**src/rtl/audio_sample_player.sv**
```systemverilog
// Buffers processor-written audio samples in a FIFO and plays them out as 1-bit PWM at a fixed rate.
// Optional macro AUDIO_PLAYER_HOLD_LAST_EN: on underflow keep the last sample instead of midscale.
module audio_sample_player #(
  parameter int SAMPLE_W = 11,
  parameter int DEPTH    = 8,
  parameter int CLK_DIV  = 1042
) (
  input  logic                i_clk,
  input  logic                i_rst,
  input  logic [SAMPLE_W-1:0] i_sample_in,
  input  logic                i_flag_in,
  input  logic                i_enable,
  output logic                o_sample_ack,
  output logic                o_fifo_full,
  output logic                o_fifo_empty,
  output logic                o_overflow,
  output logic                o_underflow,
  output logic [SAMPLE_W-1:0] o_cur_sample,
  output logic                o_pwm_out
);

  localparam int PTR_W = $clog2(DEPTH);
  localparam int CNT_W = PTR_W + 1;
  localparam int DIV_W = $clog2(CLK_DIV);
  localparam logic [SAMPLE_W-1:0] MIDSCALE  = {1'b1, {(SAMPLE_W-1){1'b0}}};
  localparam logic [DIV_W-1:0]    DIV_LAST  = DIV_W'(CLK_DIV - 1);
  localparam logic [CNT_W-1:0]    COUNT_MAX = CNT_W'(DEPTH);

  logic [SAMPLE_W-1:0] r_mem [DEPTH];
  logic [PTR_W-1:0]    r_wrPtr, r_rdPtr;
  logic [CNT_W-1:0]    r_count;
  logic                r_flagQ;
  logic [DIV_W-1:0]    r_divCnt;
  logic [SAMPLE_W-1:0] r_pwmCnt;
  logic [SAMPLE_W-1:0] r_curSample;
  logic                r_ack, r_full, r_empty, r_overflow, r_underflow, r_pwm;

  logic                w_pushReq, w_tick, w_pop, w_push;
  logic [CNT_W-1:0]    w_countNext;

  // A pop in the same cycle frees a slot, so a full FIFO can still take a push then.
  assign w_pushReq = i_flag_in & ~r_flagQ;
  assign w_tick    = i_enable & (r_divCnt == DIV_LAST);
  assign w_pop     = w_tick & (r_count != '0);
  assign w_push    = w_pushReq & ((r_count < COUNT_MAX) | w_pop);

  always_comb begin
    w_countNext = r_count;
    if (w_push && !w_pop)
      w_countNext = r_count + CNT_W'(1);
    else if (w_pop && !w_push)
      w_countNext = r_count - CNT_W'(1);
  end

  always_ff @(posedge i_clk) begin
    if (w_push)
      r_mem[r_wrPtr] <= i_sample_in;
  end

  always_ff @(posedge i_clk) begin
    if (!i_rst) begin
      r_wrPtr     <= '0;
      r_rdPtr     <= '0;
      r_count     <= '0;
      r_flagQ     <= 1'b0;
      r_divCnt    <= '0;
      r_pwmCnt    <= '0;
      r_curSample <= MIDSCALE;
      r_ack       <= 1'b0;
      r_full      <= 1'b0;
      r_empty     <= 1'b1;
      r_overflow  <= 1'b0;
      r_underflow <= 1'b0;
      r_pwm       <= 1'b0;
    end else begin
      r_flagQ <= i_flag_in;
      r_ack   <= w_push;
      r_count <= w_countNext;
      r_full  <= (w_countNext == COUNT_MAX);
      r_empty <= (w_countNext == '0);

      if (w_push)
        r_wrPtr <= r_wrPtr + PTR_W'(1);
      if (w_pushReq && !w_push)
        r_overflow <= 1'b1;

      // An empty tick is judged on pre-cycle state; a concurrent push cannot satisfy it.
      if (w_pop) begin
        r_curSample <= r_mem[r_rdPtr];
        r_rdPtr     <= r_rdPtr + PTR_W'(1);
      end else if (w_tick) begin
        r_underflow <= 1'b1;
`ifdef AUDIO_PLAYER_HOLD_LAST_EN
        r_curSample <= r_curSample;
`else
        r_curSample <= MIDSCALE;
`endif
      end

      if (!i_enable || r_divCnt == DIV_LAST)
        r_divCnt <= '0;
      else
        r_divCnt <= r_divCnt + DIV_W'(1);

      r_pwmCnt <= i_enable ? r_pwmCnt + SAMPLE_W'(1) : '0;
      r_pwm    <= i_enable & (r_pwmCnt < r_curSample);
    end
  end

  assign o_sample_ack = r_ack;
  assign o_fifo_full  = r_full;
  assign o_fifo_empty = r_empty;
  assign o_overflow   = r_overflow;
  assign o_underflow  = r_underflow;
  assign o_cur_sample = r_curSample;
  assign o_pwm_out    = r_pwm;

endmodule

```
**config.mk**
```make
export PLATFORM = sky130hd
export DESIGN_NAME = audio_sample_player
export DESIGN_NICKNAME = d
export VERILOG_FILES = /design/src/rtl/audio_sample_player.sv
export SDC_FILE = /design/constraint.sdc
export NUM_CORES = 1
export LEC_CHECK = 0
export CAP_MARGIN = 30
export CORE_MARGIN = 4
export CORE_UTILIZATION = 44
export DETAILED_ROUTE_END_ITERATION = 12
export GPL_TIMING_DRIVEN = 0
export SLEW_MARGIN = 25
export SYNTH_ARGS = -nofsm -noshare
export SYNTH_HDL_FRONTEND = slang
export SYNTH_SLANG_ARGS = --single-unit
```
**constraint.sdc**
```tcl
create_clock -name i_clk -period 4.7 [get_ports i_clk]
set_input_delay 0.705 -clock i_clk [delete_from_list [all_inputs] [get_ports i_clk]]
set_output_delay 0.705 -clock i_clk [all_outputs]
set_load 0.05 [all_outputs]
```
### Yosys cells after proc, flatten, opt, wreduce, memory -nomap -nowiden

Memory sizes are Yosys's and may differ from the RTL's. A register that Yosys moved wholly into a read port is not among the register bits.
Index checks and enable logic that the tools add are counted.

* flip-flop bits (word level): 50
* bits in writable memories: 88
* bits of input ports: 15
* memories: 1

Memories
* r_mem: depth 8, width 11, read ports 1, clocked after memory_dff 1, write ports 1, line 29 `logic [SAMPLE_W-1:0] r_mem [DEPTH];`

* add/sub/neg operators: 6
* magnitude comparators: 2
* equality and inequality tests: 2
* muxes and demuxes: 8
* bitwise logic cells: 9
* reduce and logical (&&, ||, !) cells: 13

Operators by type and width (number)
* $add A11 B1 Y11 const B: 2
* $mux W11: 2
* $eq A11 B11 Y1 const B: 1
* $lt A11 B11 Y1: 1
* $mux W4: 2
* $add A3 B1 Y3 const B: 2
* $mux W3: 2
* $and A1 B1 Y1: 5
* $add A4 B1 Y4 const B: 1
* $eq A4 B4 Y1 const B: 1
* $logic_not A4 Y1: 1
* $lt A4 B4 Y1 const B: 1
* $reduce_and A2 Y1: 2
* $reduce_bool A4 Y1: 1
* $sub A4 B1 Y4 const B: 1
* $logic_and A1 B1 Y1: 3
* $logic_not A1 Y1: 3
* $not A1 Y1: 3
* $mux W1: 2
* $reduce_bool A2 Y1: 1
* $reduce_or A2 Y1: 1
* $logic_or A1 B1 Y1: 1
* $or A1 B1 Y1: 1

### Logic depth before layout (Yosys ltp)

* depth after elaboration: 10
* depth in mapped cells: 9
* depth with buffers taken out: 8

### Least setup slack after synthesis

No wires, ideal clock.

* path kind: flip-flop to flip-flop
* start point: register r_divCnt[0]
* end point: memory r_mem[2][0], enable pin
* setup time: 0.412 ns
* data arrival time: 2.600 ns
* slack: 1.688 ns
* cell stages (with the launch flop): 8
* path buffers: 1
* clock period less this slack: 3.012 ns
* cell sequence: dfxtp_1 > ha_1 > and4bb_2 > nand4_4 > buf_2 > nand2_1 > nand2_1 > nor4b_1

* word-level cells in the longest chain between the ends: 7

RTL lines
* start: declaration: line 33 `logic [DIV_W-1:0] r_divCnt;`
* start signal: assignment: line 103 `r_divCnt <= r_divCnt + DIV_W'(1);`
* $eq A11 B11 Y1: line 43 `assign w_tick = i_enable & (r_divCnt == DIV_LAST);`
* $and A1 B1 Y1: line 43
* $and A1 B1 Y1: line 44 `assign w_pop = w_tick & (r_count != '0);`
* $or A1 B1 Y1: line 45 `assign w_push = w_pushReq & ((r_count < COUNT_MAX) | w_pop);`
* $and A1 B1 Y1: line 45
* $mux W1: line 56 `if (w_push)`
* $mux W1 (implied by the code): line 57 `r_mem[r_wrPtr] <= i_sample_in;`
* end: declaration: line 29

No other way between the ends.

### Final worst setup path

* start point: input port i_flag_in
* end point: memory r_mem[5][8], enable pin

* word-level cells in the longest chain between the ends: 4

RTL lines
* start: declaration: line 11 `input logic i_flag_in,`
* $and A1 B1 Y1: line 42 `assign w_pushReq = i_flag_in & ~r_flagQ;`
* $and A1 B1 Y1: line 45
* $mux W1: line 56
* $mux W1 (implied by the code): line 57

No other way between the ends.

==> out/results.ini <==
[detailed_routing]
vias_per_cell = 5.17
met1_length_um = 4750
top_layer = met4
drt_first_iter_violations = 269
drt_first_pass_iters = 4
ant_nets = 0
wl_met3_um = 460
routedWlPerCell_um = 16.9
drcViolationCount = 0
vias = 3382
dr_wl_met2_um = 5730
wirelength_um = 11100

[timing]
final.setup_skew_ns = 0.00863
worst_pin_slew_ns = 0.855
fmax_mhz = 327
worst_hold_slack_ns = 0.462
drv_slew = 0
setup_viol = 0
hold_viol_final = 0
rsz0062_at_grt = no
period_minus_slack_ns = 3.06
period_share = 0.650
relSlewSlack = 0.430

[clock_network]
cts_sinks = 141
clkLatencyLatePin_ns = 0.41
clk_path_buf_depth = 2
clockRootBuffer = clkbuf_16
clkSlewWorstSetupHoldPaths_ns = 0.06
cts_max_level = 4
cts_buffers = 17
post_cts_buffers = 0
cts_tree = yes
holdBufCountCts = 0
cts_resized = 0

[logic_synthesis]
synthDistinctLibCells = 47
synth-edff-count = 88
synth_top_area_share = 0.458
async_flop_share = 0
synthFlopType = edfxtp_1
syn-num-nets = 442
yosysTopAreaCell = edfxtp_1
yosys_register_bits = 141
syn_inst = 410
synth_area_mm2 = 0.00578
seq_area_frac_synth = 0.641
yosys_warnings = 0
synth_area_per_cell_um2 = 14.1
synth.area.top_cells = edfxtp_1, dfxtp_1, mux4_2

[setup_path]
critical_path_class = in -> reg
arrival_ns = 3.18
start_kind = input pin
required_ns = 4.82
cp_max_fo = 10
cp-end-kind = flop
rrSetupSlack_ns = 1.92

[placed_design]
placed_area_mm2 = 0.00642
port_buffers = 31
place.gp.congestion = 0.813
dp_hpwl_um = 7910

[layout]
area_growth_pct = 20.2
nNetsFinal = 502
diodes = 0
drive_gt1_frac = 0.164
stdcell_area_mm2 = 0.00694

[die]
coreArea_mm2 = 0.0127
die_y_um = 123
fp.dieW_um = 123
io_pins = 32
die_area_mm2 = 0.0150
initial_utilization = 0.454
core.rowCount = 41

[grt]
grt_usage = 0.162
grt_overflow = 0
antenna_found_initial = 0
grt_max_degree = 17
grt_first_pass_wirelength_um = 17900
grt_pass1_vias = 3470

[power]
leakagePower_nw = 2.31
vdd_ir_drop_max_mv = 0.253
p_per_area_mw_per_mm2 = 382

[hold_path]
hold_class = reg -> reg

[job]
maxCapViolations = 0

[outcome]
outcome = finished, final reports clean

[worst max-delay path, stage by stage]
cell	delay (ns)
clkdlybuf4s50_1	0.46
nor2b_1	0.16
clkbuf_1	0.32
a21boi_2	0.43
nand2_1	0.24
nor3b_2	0.61
buf_6	0.23
[final cells by class]
cell class / instances / area [µm²]
Fill cell: 1096 / 5780
Sequential cell: 141 / 3700
Multi-Input combinational cell: 238 / 1990
Clock buffer: 18 / 429
Timing Repair Buffer: 41 / 388
Tap cell: 172 / 215
Clock inverter: 13 / 95.1
Buffer: 16 / 63.8
Inverter: 15 / 56.3
[per-layer routing]
layer	global-route usage	vias to the layer above
li1	-	1641
met1	0.195	1675
met2	0.276	55
met3	0.0484	11
met4	0.0602	0
met5	0	-
[power breakdown]
group	total [mW]	internal [mW]	switching [mW]
Clock	1.18	0.672	0.510
Combinational	0.123	0.0514	0.0718
Sequential	1.35	1.34	0.0115
Total	2.65	2.06	0.593
[kinds of logic (layout without fill, tap and decap cells)]
logic type	count (synthesis)	in the layout	share of synthesized area
buffers and inverters	31	103	0.0208
and+or+nand+nor	122	122	0.116
adders and majority gates	17	17	0.0368
AOI/OAI and AO/OA	47	47	0.0511
xor gates and xnor gates	19	19	0.0288
muxes	33	33	0.105
DFF	141	141	0.641
[state kept, by name, summed over array words and instances (netlist names), 3 cells and up, named ones only]
signal        count
r_mem            88
o_cur_sample     11
r_divCnt         11
r_pwmCnt         11
r_count           4
r_rdPtr           3
r_wrPtr           3
[synthesized netlist by cell type, types with 4 or more instances]
cell type,count
nand3_1,15
edfxtp_1,88
ha_1,17
a21oi_1,8
inv_1,15
xor2_1,12
mux2i_1,11
dfxtp_1,53
xnor2_1,7
mux4_2,22
o21ai_0,19
and3_1,5
nor2_1,24
nor2b_1,7
or3_1,4
nand2_1,29
and2_1,17
clkbuf_1,13
[placed cells by master (no fill, tap or decap), drive strengths merged, types with 3 or more instances in the layout]
cell	instances
edfxtp	88
dfxtp	53
clkdlybuf4s50	31
clkbuf	31
nand2	29
nor2	24
mux4	22
o21ai	19
and2	18
inv	18
ha	17
nand3	15
buf	13
xor2	12
mux2i	11
a21oi	8
nor2b	7
xnor2	7
and3	5
clkinvlp	5
clkinv	5
or3	4
nor3b	4
o211ai	3
a21boi	3
nor4	3
[path summary, 6_finish.rpt]
path	from	to	cells past startpoint
worst max-delay path	i_flag_in	r_mem[5][8]$_DFFE_PP_	7
worst min-delay path	r_pwmCnt[0]$_SDFF_PN0_	r_pwmCnt[0]$_SDFF_PN0_	1
worst max register to register	r_divCnt[0]$_SDFF_PP0_	r_mem[5][8]$_DFFE_PP_	7
worst min register to register	r_pwmCnt[0]$_SDFF_PN0_	r_pwmCnt[0]$_SDFF_PN0_	1
[stage by stage]
stage	instances	setup WS [ns]	total power, mW	TNS [ns]	util
global placement	613	-0.0608	1.49	-0.883	0.495
finish	654	1.64	2.65	0	0.546
floorplan	410	1.69	1.45	0	-
detailed placement	623	1.23	1.50	0	0.505
global route	654	1.49	2.75	0	0.546
CTS	654	1.66	2.68	0	0.546
Power figures use the tool's default switching activity.
